==> src/rtl/int_mac_accum.sv <==
// Accumulates vec_len signed products onto a seed; result is presented 1 cycle after the last p_valid and held until res_ready.
// Optional INT_MAC_ACCUM_SAT_EN saturates the accumulator on signed overflow instead of wrapping.
module int_mac_accum #(
    parameter int P_DATA_WIDTH   = 44,
    parameter int ACC_DATA_WIDTH = 48,
    parameter int LEN_WIDTH      = 8
) (
    input  logic                      clk,
    input  logic                      reset,
    input  logic                      start,
    input  logic [LEN_WIDTH-1:0]      vec_len,
    input  logic [P_DATA_WIDTH-1:0]   acc_init,
    input  logic                      p_valid,
    input  logic [P_DATA_WIDTH-1:0]   p,
    output logic                      res_valid,
    input  logic                      res_ready,
    output logic [ACC_DATA_WIDTH-1:0] res,
    output logic                      busy,
    output logic                      ovf
);

    typedef enum logic [1:0] {
        S_IDLE,
        S_ACCUM,
        S_HOLD
    } state_e;

    state_e                    state_q;
    logic [ACC_DATA_WIDTH-1:0] acc_q;
    logic [ACC_DATA_WIDTH-1:0] acc_d;
    logic [LEN_WIDTH-1:0]      cnt_q;
    logic                      ovf_q;

    logic [ACC_DATA_WIDTH-1:0] init_ext;
    logic [ACC_DATA_WIDTH-1:0] p_ext;
    logic [ACC_DATA_WIDTH-1:0] sum;
    logic                      add_ovf;

    assign init_ext = ACC_DATA_WIDTH'($signed(acc_init));
    assign p_ext    = ACC_DATA_WIDTH'($signed(p));
    assign sum      = acc_q + p_ext;

    // Overflow only when both operands share a sign that the sum does not.
    assign add_ovf = (acc_q[ACC_DATA_WIDTH-1] == p_ext[ACC_DATA_WIDTH-1]) &&
                     (sum[ACC_DATA_WIDTH-1] != acc_q[ACC_DATA_WIDTH-1]);

`ifdef INT_MAC_ACCUM_SAT_EN
    localparam logic [ACC_DATA_WIDTH-1:0] ACC_MAX = {1'b0, {(ACC_DATA_WIDTH-1){1'b1}}};
    localparam logic [ACC_DATA_WIDTH-1:0] ACC_MIN = {1'b1, {(ACC_DATA_WIDTH-1){1'b0}}};

    always_comb begin
        acc_d = sum;
        if (add_ovf) begin
            acc_d = acc_q[ACC_DATA_WIDTH-1] ? ACC_MIN : ACC_MAX;
        end
    end
`else
    always_comb begin
        acc_d = sum;
    end
`endif

    always_ff @(posedge clk) begin
        if (reset) begin
            state_q <= S_IDLE;
            acc_q   <= '0;
            cnt_q   <= '0;
            ovf_q   <= 1'b0;
        end else begin
            case (state_q)
                S_IDLE: begin
                    // A product arriving alongside start is not part of the vector.
                    if (start) begin
                        acc_q   <= init_ext;
                        cnt_q   <= vec_len;
                        ovf_q   <= 1'b0;
                        state_q <= (vec_len == '0) ? S_HOLD : S_ACCUM;
                    end
                end
                S_ACCUM: begin
                    if (p_valid) begin
                        acc_q <= acc_d;
                        cnt_q <= cnt_q - LEN_WIDTH'(1);
                        ovf_q <= ovf_q | add_ovf;
                        if (cnt_q == LEN_WIDTH'(1)) begin
                            state_q <= S_HOLD;
                        end
                    end
                end
                S_HOLD: begin
                    if (res_ready) begin
                        state_q <= S_IDLE;
                    end
                end
                default: state_q <= S_IDLE;
            endcase
        end
    end

    assign busy      = (state_q != S_IDLE);
    assign res_valid = (state_q == S_HOLD);
    assign res       = acc_q;
    assign ovf       = ovf_q;

endmodule

==> config.mk <==
export PLATFORM = sky130hd
export DESIGN_NAME = int_mac_accum
export DESIGN_NICKNAME = d
export VERILOG_FILES = /design/src/rtl/int_mac_accum.sv
export SDC_FILE = /design/constraint.sdc
export NUM_CORES = 1
export LEC_CHECK = 0
export CORE_AREA = 2 2 109 111
export DETAILED_ROUTE_END_ITERATION = 16
export DIE_AREA = 0 0 111 113
export GPL_TIMING_DRIVEN = 0
export PLACE_DENSITY_LB_ADDON = 0.3
export SETUP_SLACK_MARGIN = 0.05
export SYNTH_ARGS = -nofsm -noshare
export SYNTH_HDL_FRONTEND = slang
export SYNTH_SLANG_ARGS = --single-unit
==> constraint.sdc <==
create_clock -name clk -period 4.45 [get_ports clk]
set_clock_uncertainty 0.15 [all_clocks]
set_input_delay 0.6675 -clock clk [delete_from_list [all_inputs] [get_ports clk]]
set_output_delay 0.6675 -clock clk [all_outputs]
set_load 0.03 [all_outputs]
==> impl_metrics.ini, run 1 <==
[sta]
slew_viol_final = 0
grt_setup_unrepaired = no
min_period_ns = 4.09
whs_ns = 0.321
final.setup.worst_slack_ns = 0.364
hold_viol_final = 0
slew_headroom_pct = 42.2
setup_viol = 0
max_freq_mhz = 245
fin_crit_sh_pct = 91.8
fin_tns_setup_ns = 0
tightest_slew_ns = 0.862

[hold_path]
min_from = res[12]$_SDFFE_PP0P_
min_path_type = reg2reg
worstHoldEndpoint = res[12]$_SDFFE_PP0P_
whs_path_depth = 2

[worst_setup_path]
critPathMaxFanout = 5
required_ns = 4.55
r2r_start = res[0]$_SDFFE_PP0P_
reg2reg_to = res[46]$_SDFFE_PP0P_
rr_worst_depth = 12
r2r_slack_ns = 0.79
cp_slowest_cell = o41a_1
path_class = in2reg
slowest_delay_ns = 0.52
path_cells = clkdlybuf4s50_1, ha_1, inv_1, fa_1, nand2b_1, a21o_1, a21o_1, o31a_1, o21ba_2, o41a_1, a211oi_2, nor3_1, o32ai_2
arrival_ns = 4.19
end_kind = flip-flop
worst_path_most_repeated_cell = a21o_1
startpoint_type = primary input

[place]
place_ws_ns = 0.0671
placement.io_buffers = 151
gp_congestion = 1.01
place_area_mm2 = 0.00711
dp.final_hpwl_mm = 14.4

[pwr]
sw_frac_of_total_pct = 44.1
powerDensity_mw_per_mm2 = 422
pwr-share-comb_pct = 54.1
p_int_mw = 1.75
clockPowerShare_pct = 23.2
pwr-share-seq_pct = 22.7
p_sw_mw = 1.38
leakagePower_nw = 2.98
peakVddDrop_v = 0.000253

[clock_network]
numCtsBuffers = 9
postCtsHoldBufs = 0
clock_path_buffers = 2
cts_tree = built
cts_resized = 0
ctsHtreeMaxLevel = 3
clk_pin_slew_ns = 0.06
post_cts_buffers = 0
cts_sinks = 59
clock-root-buffer = clkbuf_16
clk_latency_ns = 0.34

[logic_synthesis]
syn_avg_cell_area_um2 = 7.42
synth_xor_area_share_pct = 6.63
ys_seq_area_share_pct = 21.8
synth_top_family_by_area = compound AO/OA/AOI/OAI gates
ys_async_sr_fraction_pct = 0
yosys.area.top_type_share_pct = 21.8
netlist.top_cell.by_area = dfxtp_1
synth_edf_count = 0
synth_compound_area_share_pct = 34.0
synth_area_leaders = dfxtp_1 22%, ha_1 11%, a21oi_1 9.2%
synth_area_mm2 = 0.00542
muxShareOfSynthArea_pct = 2.61
synthAdderAreaFrac_pct = 11.7
synthMostInstantiatedCell = a21oi_1
yosys.area_share.simple_pct = 18.6
ys_types = 62
synthCells = 730
yosysWarnings = 0
synth_seq_cells = 59
synth_ff_type = dfxtp_1
syn-num-nets = 881
ys_top_cells_by_count = 100 x a21oi_1, 77 x nand2_1, 59 x dfxtp_1, 59 x nor2_1, 49 x ha_1

[status]
status = finished, final reports clean

[die]
die_width_um = 111
core_mm2 = 0.0113
ios = 152
fp.dieH_um = 113
die_area_mm2 = 0.0125
row_count = 39
initial_core_util_pct = 48.1

[drt]
postRouteWirelength_mm = 18.9
ant_nets = 0
viasPerCell = 6.04
wl_per_cell_um = 18.1
first_pass_iters = 6
post-route-drc-count = 0
drt_iter0_markers = 490
vias = 6277

[grt]
grt_pass1_vias = 5817
grt_max_degree = 13
grt_remaining_overflow = 0
antenna_found_initial = 0
grt_first_pass_wirelength_mm = 29.7
grtUsageTotal_pct = 29.3

[layout]
syn2layout_area_growth_pct = 36.8
n_antenna_cell = 0
final_area_mm2 = 0.00741
nets = 1043
drive_gt1_share_pct = 3.23
fillers = 1019

[flow_run]
cap_violations = 0
[cells by family (layout without fill, tap and decap cells)]
| group | count (synthesis) | in the layout |
|---|---|---|
| fa+ha+maj | 50 | 50 |
| compound gates | 283 | 283 |
| simple gates | 219 | 219 |
| xor+xnor | 41 | 41 |
| buf+inv | 64 | 231 |
| mux | 14 | 14 |
| flops | 59 | 59 |
[worst max-delay path: cells and delay by family]
kind,cells,cell delay [ns]
simple gates,2,0.29
fa+ha+maj,2,0.58
buf+inv,2,0.54
compound gates,7,2.11
[sequential cells by signal, summed over array words and instances, names as in the netlist]
name	cells
cnt_q	8
ovf	1
res	48
state_q	2
[final cells by class]
| cell class | count | area, µm² | share of cell area (%) |
|---|---|---|---|
| tap | 143 | 179 | 2.41 |
| buffer | 45 | 178 | 2.40 |
| timing repair buffer | 151 | 1510 | 20.4 |
| clock inverter | 7 | 76.3 | 1.03 |
| clock buffer | 9 | 225 | 3.04 |
| inverter | 19 | 71.3 | 0.963 |
| multi-input combinational | 607 | 3990 | 53.8 |
| sequential | 59 | 1180 | 15.9 |
[stage by stage]
step | std cells | total power [mW] | util (%)
global route | 1040 | 3.31 | 65.7
floorplan | 730 | 1.83 | -
finish | 1040 | 3.13 | 65.7
CTS | 1040 | 3.10 | 65.7
global placement | 1024 | 2.36 | 63.1
detailed placement | 1024 | 2.37 | 63.1
[layer usage]
metal	routed length [µm]	vias to the layer above	GRT usage, %	share of wire (%)
li1	-	3051	-	-
met1	8580	2872	41.6	45
met2	8290	320	45.8	44
met3	1700	34	5.68	9.0
met4	300	0	7.33	1.6
met5	0	-	0	0
[power by group through the flow]
| stage | Combinational [mW] | Clock, mW | Sequential, mW |
|---|---|---|---|
| 2_1_floorplan | 0.985 | 0 | 0.848 |
| 3_3_place_gp | 1.64 | 0 | 0.715 |
| 3_5_place_dp | 1.66 | 0 | 0.717 |
| 4_1_cts | 1.67 | 0.729 | 0.707 |
| 5_1_grt | 1.84 | 0.754 | 0.721 |
| 6_report | 1.69 | 0.726 | 0.709 |
[cell usage in the layout, fill, tap and decap left out, types with 8 or more instances in the layout]
| master | synthesis | routed |
|---|---|---|
| clkdlybuf4s50_1 | 0 | 151 |
| a21oi_1 | 100 | 100 |
| nand2_1 | 77 | 77 |
| nor2_1 | 59 | 59 |
| dfxtp_1 | 59 | 59 |
| ha_1 | 49 | 49 |
| o21ai_0 | 43 | 43 |
| clkbuf_1 | 39 | 39 |
| a21o_1 | 27 | 27 |
| a211oi_1 | 25 | 25 |
| xnor2_1 | 23 | 23 |
| nand3_1 | 18 | 18 |
| inv_1 | 18 | 18 |
| xor2_1 | 18 | 18 |
| nor3_1 | 15 | 15 |
| o221ai_1 | 15 | 15 |
| mux2i_1 | 13 | 13 |
| o211ai_1 | 12 | 12 |
| a31oi_1 | 10 | 10 |
| clkbuf_16 | 0 | 9 |
| nand4_1 | 8 | 8 |
| o21a_1 | 8 | 8 |
[worst max path at each step]
stage	startpoint	endpoint	slack, ns	depth (start not counted)
4_1_cts	p[0]	res[46]$_SDFFE_PP0P_	0.41	13
3_3_place_gp	p[0]	res[46]$_SDFFE_PP0P_	0.10	13
5_1_grt	p[24]	res[45]$_SDFFE_PP0P_	0.10	12
6_report	p[0]	res[46]$_SDFFE_PP0P_	0.36	13
2_1_floorplan	p[0]	res[46]$_SDFFE_PP0P_	0.94	12
3_5_place_dp	p[0]	res[46]$_SDFFE_PP0P_	0.07	13
(Power assumes the default switching activity.)
==> inputs of run 2 (changes only) <==
Settings changed: SLEW_MARGIN from default to 20.
==> results of run 2 <==
Same layout as run 1: the final DEF is identical, and so are final timing and power.
==> inputs of run 3 (changes only) <==
Settings changed: CORE_AREA 2 2 109 111 to 2 2 151 153, CTS_CLUSTER_DIAMETER from default to 40, DIE_AREA 0 0 111 113 to 0 0 153 155.
==> run 3 against run 2 <==
  * Via count decreased by 2.0%
  * First-iteration DRC count is 21% lower
  * Critical path type unchanged
  * Die area rose by 89%
  * Clock-buffer cell count rose by 4
  * Critical endpoint is now res[40]$_SDFFE_PP0P_
  * Wire length grew 14%
  * Highest routed layer unchanged
  * Sequential share of layout area decreased by 0.33 points
  * Combinational power about the same
  * Register-to-register slack got worse by 0.07 ns
==> impl_metrics.ini, run 3 (same netlist as run 1, synthesis figures left out) <==
[sta]
hold_viol_final = 0
fin_tns_setup_ns = 0
tightest_slew_ns = 0.907
min_period_ns = 4.14
max_freq_mhz = 242
fin_crit_sh_pct = 92.9
whs_ns = 0.328
setup_viol = 0
grt_setup_unrepaired = no
slew_viol_final = 0
slew_headroom_pct = 39.1

[clock_network]
clock-root-buffer = clkbuf_16
clock_path_buffers = 2
ctsHtreeMaxLevel = 3
cts_tree = built
post_cts_buffers = 0
clk_latency_ns = 0.34
cts_resized = 0
numCtsBuffers = 9
postCtsHoldBufs = 0
cts_sinks = 59
clk_pin_slew_ns = 0.05

[worst_setup_path]
r2r_start = res[0]$_SDFFE_PP0P_
end_kind = flip-flop
path_cells = clkdlybuf4s50_1, ha_1, inv_1, fa_1, nand2b_1, a21o_1, a21o_1, o21ai_0, a21oi_1, a21oi_1, a31oi_1, mux2i_1, o41ai_1
cp.depth = 13
cp-endpoint = res[40]$_SDFFE_PP0P_
arrival_ns = 4.20
rr_worst_depth = 12
reg2reg_to = res[40]$_SDFFE_PP0P_
r2r_slack_ns = 0.72
cp_top_family = compound AO/OA/AOI/OAI gates
critPathBufInv = 2
startpoint_type = primary input
path_class = in2reg
worstSetupStartpoint = p[0]
cp_slowest_cell = clkdlybuf4s50_1
required_ns = 4.52
critPathMaxFanout = 3
slowest_delay_ns = 0.47

[layout]
register_area_mm2 = 0.00118
nets = 1043
final_cell_mix = 151 x clkdlybuf4s50_1, 100 x a21oi_1, 77 x nand2_1, 59 x nor2_1, 59 x dfxtp_1
drive_gt1_share_pct = 3.01
fillers = 2384
syn2layout_area_growth_pct = 39.7
stdcell_count = 1181
fin_util_pct = 34.0
n_antenna_cell = 0
largest_reg_flops = 48
layout_commonest_cell = clkdlybuf4s50_1
multi_input_area_mm2 = 0.00399

[drt]
wl_per_cell_um = 18.3
drt_iter0_markers = 386
first_pass_iters = 5
ant_nets = 0
post-route-drc-count = 0
postRouteWirelength_mm = 21.6
vias = 6153
viasPerCell = 5.21

[hold_path]
min_path_type = reg2reg

[pwr]
peakVddDrop_v = 0.000162
powerDensity_mw_per_mm2 = 410
leakagePower_nw = 2.98
p_total_mw = 3.11

[grt]
grtUsageTotal_pct = 17.9
antenna_found_initial = 0
grt_first_pass_wirelength_mm = 33.1
grt_pass1_vias = 5953
grt_max_degree = 11
grt_remaining_overflow = 0

[die]
fp.dieH_um = 155
die_area_mm2 = 0.0237
core_mm2 = 0.0222
die_width_um = 153
initial_core_util_pct = 24.4
row_count = 55
ios = 152

[place]
dp.final_hpwl_mm = 17.0
dp.cells = 1166
placement.io_buffers = 151
gp_congestion = 0.900

[status]
status = finished, final reports clean

[flow_run]
cap_violations = 0
==> run 3: cell count changes in the layout (fill, tap and decap cells not counted), sizes merged <==
cell,delta
inv,-2
bufinv,-1
clkinvlp,-2
clkbuf,+4
==> run 3: through the flow <==
| step | worst slack [ns] | area, µm² |
|---|---|---|
| after global routing | 0.132 | 7570 |
| final | 0.314 | 7570 |
| after global placement | 0.0653 | 7290 |
| after detailed placement | 0.00449 | 7290 |
| after CTS | 0.344 | 7570 |
| after floorplan | 0.936 | 5420 |
==> run 3: worst min-delay path by stage <==
stage	cells past startpoint	startpoint	end	slack (ns)
after floorplan	2	cnt_q[5]$_SDFFE_PP0P_	cnt_q[5]$_SDFFE_PP0P_	0.30
after global placement	2	res[11]$_SDFFE_PP0P_	res[11]$_SDFFE_PP0P_	0.32
after detailed placement	2	res[11]$_SDFFE_PP0P_	res[11]$_SDFFE_PP0P_	0.32
after CTS	2	res[11]$_SDFFE_PP0P_	res[11]$_SDFFE_PP0P_	0.33
after global routing	2	res[12]$_SDFFE_PP0P_	res[12]$_SDFFE_PP0P_	0.35
final	2	res[11]$_SDFFE_PP0P_	res[11]$_SDFFE_PP0P_	0.33
==> run 3: report_power, final <==
group          internal [mW]  leakage, nW  total [mW]  switching (mW)
clock network          0.418        0.141       0.686           0.268
logic                  0.688         2.35        1.71            1.02
registers              0.622        0.488       0.714          0.0917
total                   1.73         2.98        3.11            1.38
==> run 3: routing by layer <==
| metal | track usage (%) | share of wire, % |
|---|---|---|
| met2 | 29.2 | 45 |
| met3 | 2.87 | 5.5 |
| met4 | 6.04 | 1.8 |
| met5 | 0 | 0 |
| met1 | 24.0 | 47 |
==> run 3: worst register-to-register path: cells and delay by family, from the launching register on <==
| kind | cells | cell delay (ns) |
|---|---|---|
| AO/OA/AOI/OAI | 7 | 2.04 |
| adder cells (fa/ha/maj) | 2 | 0.59 |
| flip-flops | 1 | 0.37 |
| multiplexers | 1 | 0.20 |
| AND/OR/NAND/NOR | 1 | 0.19 |
| buffers and inverters | 1 | 0.07 |
==> run 3: final cells by class <==
class / count / share of cell area [%]
inverters: 19 / 0.943
well taps: 285 / 4.71
plain buffers: 45 / 2.35
multi-input cells: 607 / 52.7
clock buffers: 13 / 3.57
clock inverters: 2 / 0.132
flip-flops and latches: 59 / 15.6
repair buffers: 151 / 20.0
